**src/rtl/lsu_ctrl.sv**
```systemverilog
// -----------------------------------------------------------------------------
// lsu_ctrl
// Load/store unit controller for the MEM stage. Accepts one RISC-V load or
// store per valid/ready handshake, validates it (funct3, alignment, address
// map), drives the data-memory op_code/rwaddr/wdata port stable for the
// memory latency, and returns a formatted load result. LBU/LHU are issued to
// the memory as word reads and extracted/zero-extended here.
//
// Ports
//   clk, nrst        clock, synchronous active-high reset
//   req_valid/ready  request handshake (ready only in IDLE, not in reset)
//   req_we           1 = store, 0 = load
//   req_funct3       RISC-V funct3
//   req_addr         14-bit byte address
//   req_wdata        store data, right-aligned
//   rsp_valid        one-cycle response pulse
//   rsp_rdata        load result (0 for stores and errors), held until next rsp
//   rsp_err          00 ok, 01 misaligned, 10 unmapped, 11 illegal funct3
//   busy             high while a request is in flight (pipeline stall)
//   mem_op           memory op_code (011 = idle)
//   mem_addr         memory rwaddr
//   mem_wdata        memory wdata (raw; memory does lane placement)
//   mem_stall        memory stall, 1 whenever no access is active
//   mem_rdata        memory read data
// -----------------------------------------------------------------------------
module lsu_ctrl #(
    parameter int RD_LAT = 3,
    parameter int WR_LAT = 3
) (
    input  logic        clk,
    input  logic        nrst,
    input  logic        req_valid,
    output logic        req_ready,
    input  logic        req_we,
    input  logic [2:0]  req_funct3,
    input  logic [13:0] req_addr,
    input  logic [31:0] req_wdata,
    output logic        rsp_valid,
    output logic [31:0] rsp_rdata,
    output logic [1:0]  rsp_err,
    output logic        busy,
    output logic [2:0]  mem_op,
    output logic [13:0] mem_addr,
    output logic [31:0] mem_wdata,
    output logic        mem_stall,
    input  logic [31:0] mem_rdata
);

    localparam int MAX_LAT = (RD_LAT > WR_LAT) ? RD_LAT : WR_LAT;
    localparam int CNT_W   = $clog2(MAX_LAT + 1);

    localparam logic [2:0] OP_IDLE      = 3'b011;
    localparam logic [1:0] ERR_OK       = 2'b00;
    localparam logic [1:0] ERR_MISALIGN = 2'b01;
    localparam logic [1:0] ERR_UNMAPPED = 2'b10;
    localparam logic [1:0] ERR_FUNCT3   = 2'b11;

    typedef enum logic [1:0] {
        IDLE    = 2'b00,
        ACCESS  = 2'b01,
        CAPTURE = 2'b10,
        RESP    = 2'b11
    } state_t;

    state_t             state, state_nxt;
    logic [CNT_W-1:0]   cnt;
    logic               accept;
    logic [1:0]         acc_err;

    logic               we_p0;
    logic [2:0]         funct3_p0;
    logic [13:0]        addr_p0;
    logic [31:0]        wdata_p0;

    // Checks in priority order: illegal funct3, then misalignment, then map.
    function automatic logic [1:0] check_req(input logic        we,
                                             input logic [2:0]  f3,
                                             input logic [13:0] addr);
        logic legal;
        logic misaligned;
        logic mapped;
        if (we)
            legal = (f3 == 3'b000) || (f3 == 3'b001) || (f3 == 3'b010);
        else
            legal = (f3 != 3'b011) && (f3 != 3'b110) && (f3 != 3'b111);
        // f3[1:0] is the access size for every legal encoding (BU/HU included).
        misaligned = ((f3[1:0] == 2'b01) && addr[0]) ||
                     ((f3[1:0] == 2'b10) && (addr[1:0] != 2'b00));
        mapped     = (addr[11:10] == 2'b01) || (addr[11:10] == 2'b10);
        check_req  = !legal     ? ERR_FUNCT3   :
                     misaligned ? ERR_MISALIGN :
                     !mapped    ? ERR_UNMAPPED : ERR_OK;
    endfunction

    // LBU/LHU fall into the word-read encoding; extraction happens locally.
    function automatic logic [2:0] map_op(input logic we, input logic [2:0] f3);
        if (we) begin
            case (f3[1:0])
                2'b00:   map_op = 3'b100;
                2'b01:   map_op = 3'b101;
                default: map_op = 3'b111;
            endcase
        end else begin
            case (f3)
                3'b000:  map_op = 3'b000;
                3'b001:  map_op = 3'b001;
                default: map_op = 3'b010;
            endcase
        end
    endfunction

    function automatic logic [31:0] fmt_load(input logic [2:0]  f3,
                                             input logic [1:0]  lane,
                                             input logic [31:0] rdata);
        logic [7:0]  b;
        logic [15:0] h;
        case (lane)
            2'b00:   b = rdata[7:0];
            2'b01:   b = rdata[15:8];
            2'b10:   b = rdata[23:16];
            default: b = rdata[31:24];
        endcase
        h = lane[1] ? rdata[31:16] : rdata[15:0];
        case (f3)
            3'b100:  fmt_load = {24'b0, b};
            3'b101:  fmt_load = {16'b0, h};
            default: fmt_load = rdata;
        endcase
    endfunction

    assign accept  = req_valid && req_ready;
    assign acc_err = check_req(req_we, req_funct3, req_addr);

    // Request capture stage: data registers only, no reset needed.
    always_ff @(posedge clk) begin
        if (accept) begin
            we_p0     <= req_we;
            funct3_p0 <= req_funct3;
            addr_p0   <= req_addr;
            wdata_p0  <= req_wdata;
        end
    end

    // Control state, latency counter and response registers.
    always_ff @(posedge clk) begin
        if (nrst) begin
            state     <= IDLE;
            cnt       <= '0;
            rsp_rdata <= '0;
            rsp_err   <= ERR_OK;
        end else begin
            state <= state_nxt;
            case (state)
                IDLE: begin
                    if (accept) begin
                        cnt <= req_we ? CNT_W'(WR_LAT) : CNT_W'(RD_LAT);
                        if (acc_err != ERR_OK) begin
                            rsp_rdata <= '0;
                            rsp_err   <= acc_err;
                        end
                    end
                end
                ACCESS: begin
                    cnt <= cnt - CNT_W'(1);
                    if ((cnt == CNT_W'(1)) && we_p0) begin
                        rsp_rdata <= '0;
                        rsp_err   <= ERR_OK;
                    end
                end
                CAPTURE: begin
                    rsp_rdata <= fmt_load(funct3_p0, addr_p0[1:0], mem_rdata);
                    rsp_err   <= ERR_OK;
                end
                default: ;
            endcase
        end
    end

    always_comb begin
        state_nxt = state;
        case (state)
            IDLE: begin
                if (accept)
                    state_nxt = (acc_err != ERR_OK) ? RESP : ACCESS;
            end
            ACCESS: begin
                if (cnt == CNT_W'(1))
                    state_nxt = we_p0 ? RESP : CAPTURE;
            end
            CAPTURE: state_nxt = RESP;
            default: state_nxt = IDLE;
        endcase
    end

    always_comb begin
        req_ready = (state == IDLE) && !nrst;
        rsp_valid = (state == RESP);
        busy      = (state != IDLE);
        mem_op    = OP_IDLE;
        mem_addr  = '0;
        mem_wdata = '0;
        mem_stall = 1'b1;
        if ((state == ACCESS) || (state == CAPTURE)) begin
            mem_op    = map_op(we_p0, funct3_p0);
            mem_addr  = addr_p0;
            mem_wdata = wdata_p0;
            mem_stall = 1'b0;
        end
    end

endmodule

```
**config.mk**
```make
export PLATFORM = sky130hd
export DESIGN_NAME = lsu_ctrl
export DESIGN_NICKNAME = d
export VERILOG_FILES = /design/src/rtl/lsu_ctrl.sv
export SDC_FILE = /design/constraint.sdc
export NUM_CORES = 1
export LEC_CHECK = 0
export ABC_AREA = 1
export BUFFER_PORTS_ARGS = -buffer_cell sky130_fd_sc_hd__buf_2
export CORE_ASPECT_RATIO = 0.75
export CORE_MARGIN = 5
export CORE_UTILIZATION = 40
export CTS_CLUSTER_DIAMETER = 40
export DETAILED_ROUTE_END_ITERATION = 16
export MAX_ROUTING_LAYER = met4
export PLACE_DENSITY_LB_ADDON = 0.1
export SYNTH_ARGS = -nofsm -noshare
export SYNTH_HDL_FRONTEND = slang
export SYNTH_SLANG_ARGS = --single-unit
```
**constraint.sdc**
```tcl
create_clock -name clk -period 3.3 [get_ports clk]
set_clock_uncertainty 0.2 [all_clocks]
set_input_delay 0.165 -clock clk [delete_from_list [all_inputs] [get_ports clk]]
set_output_delay 0.165 -clock clk [all_outputs]
set_load 0.1 [all_outputs]
```
# Word-level counts from Yosys, hierarchy flattened
# Index checks and enable logic that the tools add are counted.
[totals] register_bits=88 latchBits=0 in_bits=85 mem_bits_ro=0 ram_bits=0 output_inout_bits=87 word_cells=87 n_memories=0
[classes] eq_ne=23 n_bitwise=0 n_lt_le_gt_ge=0 add_sub_neg=1 reduce_logical=26 mul=0 mux=29 n_shift=0 n_div=0
[op_table] operator="$mux 32" count=4
[op_table] operator="$pmux 32 s3" count=1
[op_table] operator="$pmux 32 s2" count=1
[op_table] operator="$pmux 8 s3" count=1
[op_table] operator="$mux 2" count=10
[op_table] operator="$mux 16" count=1
[op_table] operator="$mux 14" count=1
[op_table] operator="$eq 2x1->1 const B" count=6
[op_table] operator="$pmux 2 s2" count=3
[op_table] operator="$pmux 2 s3" count=2
[op_table] operator="$eq 2x2->1 const B" count=5
[op_table] operator="$ne 2x2->1 const B" count=4
[op_table] operator="$reduce_bool 2->1" count=4
[op_table] operator="$logic_and 1x1->1" count=7
[op_table] operator="$eq 3x1->1 const B" count=2
[op_table] operator="$eq 3x3->1 const B" count=2
[op_table] operator="$logic_not 2->1" count=3
[op_table] operator="$logic_not 3->1" count=2
[op_table] operator="$mux 3" count=2
[op_table] operator="$ne 3x3->1 const B" count=2
[op_table] operator="$logic_or 1x1->1" count=5
[op_table] operator="$reduce_and 2->1" count=2
[op_table] operator="$reduce_and 4->1" count=1
[op_table] operator="$eq 3x2->1 const B" count=1
[op_table] operator="other kinds (5)" count=7

# Depth between registers and ports, before layout
[depth] depth_word=9 depth_mapped=10 mapped_depth_nobuf=9

# Worst setup path before layout
# No wires, ideal clock.
[synth_path] path_kind="register to register" startpoint="register state[0]" endpoint="register addr_p0[0], enable pin" required_time_ns=2.696 setup_ns=0.404 synth_period_minus_slack_ns=4.348 arrival_ns=3.744 path_buffers=0 path_stages_with_launch=7 setup_slack_ns=-1.048 cell_sequence="dfxtp_1 inv_1 ha_1 inv_1 nor2_1 nand2_1 inv_1"
[synth_via] elab_chain_cells=3
[synth_lines] item="from (decl)" line="65" text="state_t state, state_nxt;"
[synth_lines] item="from (signal assigned)" line="152" text="state <= state_nxt;"
[synth_lines] item="$logic_not 2->1" line="196" text="req_ready = (state == IDLE) && !nrst;"
[synth_lines] item="$logic_and 1x1->1" line="196"
[synth_lines] item="via req_ready" line="33" text="output logic req_ready,"
[synth_lines] item="$logic_and 1x1->1" line="131" text="assign accept = req_valid && req_ready;"
[synth_lines] item="via accept" line="67" text="logic accept;"
[synth_lines] item="to (signal assigned)" line="139" text="addr_p0 <= req_addr;"
[synth_lines] item="to (decl)" line="72" text="logic [13:0] addr_p0;"
# The timed path passes the listed nets, and every way through them passes these cells.
# A chain may end at the register's enable or synchronous reset.

# Worst setup path after layout
[layout_path] startpoint="register state[0]" endpoint="output mem_wdata[29]"
[layout_via] elab_chain_cells=3 elab_cells_between_ends=4 classes_between="eq/ne (2); mux (1); reduce/logical (1)"
[layout_lines] item="$eq 2x1->1 or $eq 2x2->1 (tied branches)" line="203" text="if ((state == ACCESS) || (state == CAPTURE)) begin"
[layout_lines] item="$logic_or 1x1->1 *" line="203"
[layout_lines] item="$mux 32 *" line="203"
[layout_lines] item="to (decl)" line="44" text="output logic [31:0] mem_wdata,"
# Every way passes the cells marked *; elsewhere a longest branch is shown, timed or not.

==> summary.txt <==
Status
  – Status: complete, no violations

Cells and area
  – # diodes: 0
  – Area grow syn2layout: 39.0%
  – Register Area: 0.00226 mm^2
  – Area of the multi-input gates: 0.00158 mm^2
  – Utilization after layout: 57.7%
  – Share of layout cells above drive strength 1: around 29%
  – # fillers: 976
  – Final instance count without filler cells: 895
  – Layout Nets: 846

Floorplan
  – Vert. Die Dim: 100 um
  – Full die area: 0.0130 mm^2
  – Rows: 32
  – Initial core utilization: 41.5%
  – Core region area: 0.0105 mm^2
  – Die width: 130 um
  – # IOs: 172

Worst setup path
  – CP endpoint kind: output pin
  – Most frequent CP cell: inv_1
  – Crit path kind: flip-flop to output pin
  – Cells along the critical path: inv_1 -> ha_1 -> buf_4 -> nand2_1 -> inv_1 -> buf_2
  – Largest stage delay, worst path: 0.44 ns
  – Req. time, crit path: 2.93 ns
  – Crit path DAT: 2.29 ns
  – Critical path's slowest cell: ha_1
  – Crit Path Max Fanout: 43
  – Crit start category: flip-flop

Global routing
  – GR Util All Layers: 19.3%
  – First-pass GRT wire length: 19300 um
  – Gr ovfl total: 0
  – Vias in the first global route: 3940
  – Largest net degree at the start of global routing: 44
  – Initial antenna violation count: 0

CTS
  – H-tree depth: 3
  – Worst-Skew Late Latency: 0.33 ns
  – CTS resizes: 0
  – Post-CTS setup buffers: 0
  – Clk pin slew, worst setup/hold paths: about 0.060 ns
  – Worst-case clock buffer depth: 2
  – TritonCTS buffer count: 9
  – Root Buffer: clkbuf_16
  – CTS tree: built
  – Clk sinks: 88

STA
  – Worst Max-Slew Pin Slew: 0.982 ns
  – Tcrit/Tclk final: 80.5%
  – Final hold violations: 0
  – Final setup vio count: 0
  – Setup_tns: 0 ns
  – Max Fclk: 377 MHz
  – Post-layout min period: 2.66 ns
  – Max transition margin: between 30% and 40%
  – RSZ-0062 raised after global routing: no
  – Pins Over Slew Limit: 0
  – Hold_ws: 0.0116 ns

Yosys
  – Cell count after synthesis: 541
  – Synth Cell Area: 0.00433 mm^2
  – Synthesized Nets: between 600 and 700
  – Seq/Total Area, Yosys: 52.2%
  – Yosys reg bits: between 80 and 90
  – Yosys cell types: 31
  – YS warnings: 0
  – Synth Area per Inst: 8.01 um^2

Placed design
  – DPL Wire Length: 8700 um
  – Number of I/O port buffers: 171
  – Cells after DPL: 828
  – Placer Congestion: 0.897

Run
  – Max Cap Violations: 0

Route
  – Routed WL: 12100 um
  – Drt drc: 0
  – Final ANT Viol Nets: 0
  – Iteration-0 DRC Markers: 216
  – Drt via density: 4.60
  – Vias: 4119
  – Routed wire per std cell: roughly 14 um
  – DR pass1 iterations: 5

Hold path
  – Min-Delay Path Class: input port to flip-flop
-- registers in the layout, indices dropped and copies added (netlist names) --
register / cells
addr_p0: 14
rsp_err: 2
we_p0: 1
rsp_rdata: 32
funct3_p0: 3
state: 2
cnt: 2
wdata_p0: 32
-- worst paths after layout --
path                 start             to  slack [ns]  cells after the start
max               state[0]  mem_wdata[29]        0.64                      6
min          mem_rdata[16]  rsp_rdata[16]        0.01                      5
max reg2reg       state[0]   funct3_p0[0]        0.97                      7
min reg2reg  rsp_rdata[11]  rsp_rdata[11]        0.28                      2
-- per-stage QoR --
step | setup slack (ns) | instance area, um^2
3_3_place_gp | 1.00 | 5250
3_5_place_dp | 0.952 | 5250
2_1_floorplan | 0.0922 | 4350
4_1_cts | 0.589 | 6030
6_report | 0.644 | 6030
5_1_grt | 0.400 | 6030
-- repair_timing --
| item | 4_1_cts | 5_1_grt |
|---|---|---|
| hold endpoints to repair | 53 | 0 |
| hold buffers | 52 | 0 |
| endpoints found under the setup margin | 0 | 0 |
-- cells in the mapped netlist --
cell type / n / share of area, %
a21oi_1: 18 / 2.1
a31oi_1: 2 / 0.29
buf_2: 5 / 0.58
buf_6: 5 / 1.3
buf_8: 2 / 0.69
clkbuf_1: 9 / 0.78
clkbuf_2: 1 / 0.12
clkinv_1: 2 / 0.17
dfxtp_1: 38 / 18
edfxtp_1: 50 / 35
ha_1: 6 / 1.7
inv_1: 87 / 7.5
inv_2: 1 / 0.087
inv_6: 1 / 0.20
nand2_1: 157 / 14
nand2_2: 1 / 0.14
nand2_8: 1 / 0.46
nand3_1: 41 / 4.7
nand3b_1: 2 / 0.35
nand4_1: 1 / 0.14
nand4_4: 1 / 0.49
nor2_1: 65 / 5.6
nor2_2: 20 / 2.9
nor2_8: 1 / 0.46
o211ai_1: 1 / 0.17
o21ai_0: 17 / 2.0
o21ai_1: 1 / 0.12
o21ai_2: 2 / 0.40
o21bai_1: 1 / 0.17
or2_2: 1 / 0.14
xor2_2: 1 / 0.38
-- metal layers --
metal	track usage [%]	routed length, um
met1	25.6	5430
met2	30.3	5570
met3	4.26	992
met4	4.31	130
met5	-	0
-- cell type report --
class	instances	area share [%]
clock buffer	11	3.86
multi-input combinational	340	26.3
sequential	88	37.5
tap	136	2.82
timing repair buffer	225	23.3
clock inverter	4	0.395
inverter	91	5.81
-- cells in the final DEF, fill, tap and decap left out, drive strengths merged --
| master | Yosys | final |
|---|---|---|
| or2 | 1 | 1 |
| nand4 | 2 | 2 |
| nand3 | 41 | 41 |
| clkinv | 2 | 4 |
| inv | 89 | 88 |
| nor2 | 86 | 86 |
| ha | 6 | 6 |
| dlygate4sd3 | 0 | 52 |
| clkbuf | 10 | 11 |
| edfxtp | 50 | 50 |
| a21oi | 18 | 18 |
| buf | 12 | 173 |
| o21ai | 20 | 20 |
| clkinvlp | 0 | 3 |
| a31oi | 2 | 2 |
| xor2 | 1 | 1 |
| nand2 | 159 | 159 |
| dfxtp | 38 | 38 |
| nand3b | 2 | 2 |
| o21bai | 1 | 1 |
| o211ai | 1 | 1 |
-- critical path: cells and delay by family (launching register included) --
family                     cells  cell delay, ns
adders and majority gates      1            0.44
and+or+nand+nor                1            0.11
buffers and inverters          4            0.98
DFF                            1            0.40
-- cells by family (layout without fill, tap and decap cells) --
group                    count (synthesis)  after routing  synth area share, %
XOR/XNOR                                 1              1                0.375
AND/OR/NAND/NOR                        291            291                 29.0
AO/OA/AOI/OAI                           42             42                 5.20
buffers and inverters                  113            331                 11.5
adder cells (fa/ha/maj)                  6              6                 1.73
flip-flops                              88             88                 52.2
Power is not shown: default switching activity piles up to over one toggle a cycle in this logic, so the estimate is an artifact.
